### config.mk
export PLATFORM = sky130hd
export DESIGN_NAME = fetch_unit
export DESIGN_NICKNAME = d
export VERILOG_FILES = /design/src/rtl/fetch_pkg.sv /design/src/rtl/pc_next.sv /design/src/rtl/fetch_unit.sv
export SDC_FILE = /design/constraint.sdc
export NUM_CORES = 1
export LEC_CHECK = 0
export ABC_AREA = 1
export BUFFER_PORTS_ARGS = -buffer_cell sky130_fd_sc_hd__clkbuf_2
export CAP_MARGIN = 20
export CORE_MARGIN = 5
export CORE_UTILIZATION = 25
export CTS_BUF_LIST = sky130_fd_sc_hd__clkbuf_8
export CTS_CLUSTER_SIZE = 14
export DETAILED_ROUTE_END_ITERATION = 10
export PLACE_DENSITY = 0.44
export SETUP_SLACK_MARGIN = 0.05
export SYNTH_ARGS = -nofsm -noshare
export SYNTH_HDL_FRONTEND = slang
export SYNTH_SLANG_ARGS = --single-unit
### constraint.sdc
create_clock -name CLK -period 5.1 [get_ports CLK]
set_input_delay 0 -clock CLK [delete_from_list [all_inputs] [get_ports CLK]]
set_output_delay 0 -clock CLK [all_outputs]
set_load 0.02 [all_outputs]
### src/rtl/fetch_pkg.sv
// Shared types and constants for the fetch / run-control stage.
package fetch_pkg;

   // Default program counter width (1024-entry instruction memory).
   localparam int PC_W_DEF  = 10;
   // Default width of the signed relative branch displacement.
   localparam int OFF_W_DEF = 8;
   // Executed-cycle counter saturates here instead of wrapping.
   localparam logic [15:0] COUNT_MAX = 16'hFFFF;

   // Run-control states.
   typedef enum logic [1:0] {
      IDLE = 2'd0,
      RUN  = 2'd1,
      DONE = 2'd2
   } state_t;

endpackage

### src/rtl/pc_next.sv
// Combinational next-address selector: halt > jump > taken branch > increment.
// All sums wrap silently modulo 2^PC_W.
module pc_next
   import fetch_pkg::*;
#(
   parameter int PC_W  = PC_W_DEF,
   parameter int OFF_W = OFF_W_DEF
) (
   input  logic [PC_W-1:0]  pc,
   input  logic             halt,
   input  logic             jump,
   input  logic             branch,
   input  logic [OFF_W-1:0] offset,
   input  logic [PC_W-1:0]  target,
   input  logic             flag,
   input  logic             flip,
   output logic [PC_W-1:0]  next_pc
);

   logic [PC_W-1:0] offset_ext;
   logic            taken;

   // Sign-extend the displacement to PC width (or truncate if it is wider).
   generate
      if (PC_W > OFF_W) begin : g_ext
         assign offset_ext = {{(PC_W-OFF_W){offset[OFF_W-1]}}, offset};
      end else begin : g_trunc
         assign offset_ext = offset[PC_W-1:0];
      end
   endgenerate

   // A branch is taken only when the flag register reports flag ^ flip.
   assign taken = branch & (flag ^ flip);

   // Priority mux over the four next-address sources.
   always_comb begin
      next_pc = pc + PC_W'(1);
      if (halt) begin
         next_pc = pc;
      end else if (jump) begin
         next_pc = target;
      end else if (taken) begin
         next_pc = pc + offset_ext;
      end
   end

endmodule

### src/rtl/fetch_unit.sv
// Program counter and IDLE/RUN/DONE run control for the single-cycle CPU,
// with a saturating count of executed RUN cycles.
module fetch_unit
   import fetch_pkg::*;
#(
   parameter int PC_W       = PC_W_DEF,
   parameter int OFF_W      = OFF_W_DEF,
   parameter int START_ADDR = 0
) (
   input  logic             CLK,
   input  logic             reset,
   input  logic             start,
   input  logic             halt,
   input  logic             jump,
   input  logic             branch,
   input  logic [OFF_W-1:0] offset,
   input  logic [PC_W-1:0]  target,
   input  logic             flag,
   input  logic             flip,
   output logic [PC_W-1:0]  pc,
   output logic             running,
   output logic             done,
   output logic [15:0]      cycleCount
);

   localparam logic [PC_W-1:0] START_PC = PC_W'(START_ADDR);

   state_t          state_reg;
   logic [PC_W-1:0] pc_reg;
   logic [PC_W-1:0] pc_next_w;
   logic [15:0]     count_reg;
   logic            running_reg;
   logic            done_reg;

   pc_next #(
      .PC_W  (PC_W),
      .OFF_W (OFF_W)
   ) u_pc_next (
      .pc      (pc_reg),
      .halt    (halt),
      .jump    (jump),
      .branch  (branch),
      .offset  (offset),
      .target  (target),
      .flag    (flag),
      .flip    (flip),
      .next_pc (pc_next_w)
   );

   // Run-control FSM owning the PC, the cycle counter and the status flags.
   always_ff @(posedge CLK) begin
      if (reset) begin
         state_reg   <= IDLE;
         pc_reg      <= START_PC;
         count_reg   <= '0;
         running_reg <= 1'b0;
         done_reg    <= 1'b0;
      end else begin
         case (state_reg)
            IDLE: begin
               pc_reg <= START_PC;
               if (start) begin
                  state_reg   <= RUN;
                  count_reg   <= '0;
                  running_reg <= 1'b1;
                  done_reg    <= 1'b0;
               end
            end
            RUN: begin
               // The halt cycle counts as an executed cycle too.
               pc_reg <= pc_next_w;
               if (count_reg != COUNT_MAX) begin
                  count_reg <= count_reg + 16'd1;
               end
               if (halt) begin
                  state_reg   <= DONE;
                  running_reg <= 1'b0;
                  done_reg    <= 1'b1;
               end
            end
            DONE: begin
               if (start) begin
                  state_reg   <= RUN;
                  pc_reg      <= START_PC;
                  count_reg   <= '0;
                  running_reg <= 1'b1;
                  done_reg    <= 1'b0;
               end
            end
            default: begin
               state_reg   <= IDLE;
               pc_reg      <= START_PC;
               count_reg   <= '0;
               running_reg <= 1'b0;
               done_reg    <= 1'b0;
            end
         endcase
      end
   end

   assign pc         = pc_reg;
   assign running    = running_reg;
   assign done       = done_reg;
   assign cycleCount = count_reg;

endmodule
==> results.md <==
- Status: finished clean
- Antenna diodes: 0
- Layout cells sized above 1: 0.203
- Initial antenna violation count: 0
- Critical path's slowest cell: fa_1
- DRC Markers: 0
- Ranking of synthesized cells by area: dfxtp_1, nand2_1, nor2_1, inv_1, nand3_1
- DR WL/cell: approximately 12 µm
- WP data arrival: 2090 ps
- FFs w/ async S/R, synth: 0
- Worst Hold Depth: 5
- #FFs+latches synth: 29
- Predominant post-synthesis flop cell: dfxtp_1
- Total I/O pin count: 54
- Commonest cells post-synth: nand2_1, nor2_1, inv_1, dfxtp_1, nand3_1
- Clk_skew: ~14 ps
- Setup violators final: 0
- CTS buffer count: 5
- Max FFs per register: 16
- Layout Cells excl Fill: ~510
- Largest area contributor in the netlist: dfxtp_1
- Longest Clk Path Bufs: 2
- Worst R2R End: cycleCount[3]
- Kind of critical path: in2reg
- YS warnings: 0
- GP Congestion: roughly 0.77
- Final worst path period need: roughly 1900 ps
- Post-synth EDFFs: 0
- Buf/Inv on CP: 1
- Mean area per synthesized cell: approximately 6.1 µm²
- Hold Crit Endpoint: pc[9]
- Post CTS Setup Buffer Count: 0
- Most common cell in the synthesized netlist: nand2_1
- Share of the synthesized area in the top cell type: 0.270
- Critical-path cell list: clkbuf_2 > nand2_1 > nand3_1 > or2_2 > ha_1 > fa_1 > nand3_1 > nand2_1 > nand3_1 > nand2_1 > nand2_1 > nand2_1 > o21ai_0 > nand2_1
- Max-slew violation count: 0
- Vias: about 2,200
- Crit path top cell by count: nand2_1
- DR pass1 iterations: 6
- Crit end category: flip-flop
- Die Span X: about 100 µm
- Slew margin rel.: 0.680
- Crit share post-route: 0.372
- Distinct cells, synth: 30
- CP startpoint kind: input pin
- Unrepaired setup endpoints after global routing: no
- Worst Reg-to-Reg Cells: 10
- Die area: roughly 0.011 mm²
- Post-Route Utilization: 0.314
- Drt total wl: 6.21 mm
- Worst Tran Pin Value: ~480 ps
- Vias per inst: 4.36
- Vias in the first global route: approximately 2,200
- CTS Hold Bufs: 1
- # H-tree levels: 2
- Post-CTS sizing: 0
- Post-synthesis cell area: roughly 0.0021 mm²
- # rows: 33
- Port bufs: 53
- WHS: ~24 ps
- Grt total ovfl: 0
- Top fanout value on the critical path: 8
- CP peak stage delay: 420 ps
- Final Hold Fails: 0
- First-pass GRT wire length: ~10 mm
- Leak pwr: 1.31 nW
- Core ar.: roughly 0.0083 mm²
- Initial core utilization: 0.259
- P&R area growth vs syn: 21.2%
- Worst Slack Setup Final: ~3200 ps
- Reg-to-Reg Start: cycleCount[0]
- Pin count of the biggest net entering global routing: 17
- HP Class: in2reg
- CTS tree: done
- Drt initial violations: 57
- Syn_nets: 388
- Pre-CTS WS: roughly 2900 ps
- Placed cells: between 500 and 600
- Crit path required time: between 5000 and 6000 ps
- Final TNS setup: 0 ps
- Clk_lat worst skew: roughly 300 ps
- Nets: about 440
- Total global-route track usage: 0.124
- Hpwl dp: a little under 5 mm
- Pwr dens: around 210 mW/mm²
- Fmax: 528 MHz
- Min-delay src: target[9]
- Reg2Reg Setup Slack: 3290 ps
- Post-Synthesis Cells: between 300 and 400
- DIE HEIGHT: just over 100 µm
- CP delay by family, top: simple AND/OR/NAND/NOR gates
- Sink Count: 29
- Seq/Total Area, Yosys: 0.270
- Maximum Capacitance Violations: 0
- ANT nets after route: 0
- Max IR drop VDD: approximately 0.00009 V
- Root Buffer: clkbuf_8
- CTS clk-pin slew, worst paths: 80 ps
[worst max-delay path by stage]
stage          start    end  slack [ps]  cells past startpoint
2_1_floorplan   flag  pc[6]        3240                     13
3_3_place_gp    flag  pc[6]        2950                     14
3_5_place_dp    flag  pc[6]        2860                     14
4_1_cts         flag  pc[6]        3180                     14
5_1_grt         flag  pc[6]        2940                     15
6_report        flag  pc[6]        3200                     14
[routing by layer]
metal,track usage,share of wire
met5,0,0
met4,0.0394,0.013
met3,0.0250,0.077
met2,0.190,0.42
met1,0.173,0.49
[logic make-up (layout without fill, tap and decap cells)]
| logic type | count (synthesis) | after routing | synth area share |
|---|---|---|---|
| AND/OR/NAND/NOR | 214 | 214 | 0.432 |
| buffers and inverters | 54 | 111 | 0.103 |
| AO/OA/AOI/OAI | 36 | 36 | 0.0979 |
| flip-flops | 29 | 29 | 0.270 |
| adder cells (fa/ha/maj) | 11 | 11 | 0.0676 |
| XOR/XNOR | 7 | 7 | 0.0286 |
[cells in the final DEF (no fill, tap or decap), types with 2 or more instances in the layout]
cell and instances:
nor2_1 60, ha_1 10, nand3_1 29, or2_2 3, inv_2 3, clkinv_2 2
nand2_1 103, nand2_2 4, xor2_1 6, dfxtp_1 29, nand3_2 2, clkbuf_8 5
a21oi_1 17, o21ai_0 9, nand4_1 7, inv_1 45, clkbuf_2 53, a21oi_2 5
o211ai_1 2, o21a_1 2
[through the flow]
| step | instance area (µm²) | power (mW) |
|---|---|---|
| 2_1_floorplan | 2150 | 0.320 |
| 3_3_place_gp | 2510 | 0.355 |
| 3_5_place_dp | 2510 | 0.354 |
| 4_1_cts | 2600 | 0.559 |
| 5_1_grt | 2600 | 0.581 |
| 6_report | 2600 | 0.548 |
[tightest hold or removal path: cells and delay by family]
kind	cells	cell delay, ps
buffers and inverters	1	80
AND/OR/NAND/NOR	4	220
[cell type report]
cell class / instances / area [µm²]
well taps: 105 / 131
flip-flops and latches: 29 / 581
fillers: 958 / 5700
clock buffers: 5 / 68.8
repair buffers: 54 / 275
multi-input cells: 268 / 1350
clock inverters: 3 / 17.5
inverters: 49 / 184
[power breakdown]
part / switching, mW / internal (mW) / leakage [nW]
clock: 0.105 / 0.0942 / 0.0439
sequential: 0.00819 / 0.235 / 0.235
combinational: 0.0706 / 0.0355 / 1.04
Note: power is estimated with default switching activity, not from simulation.
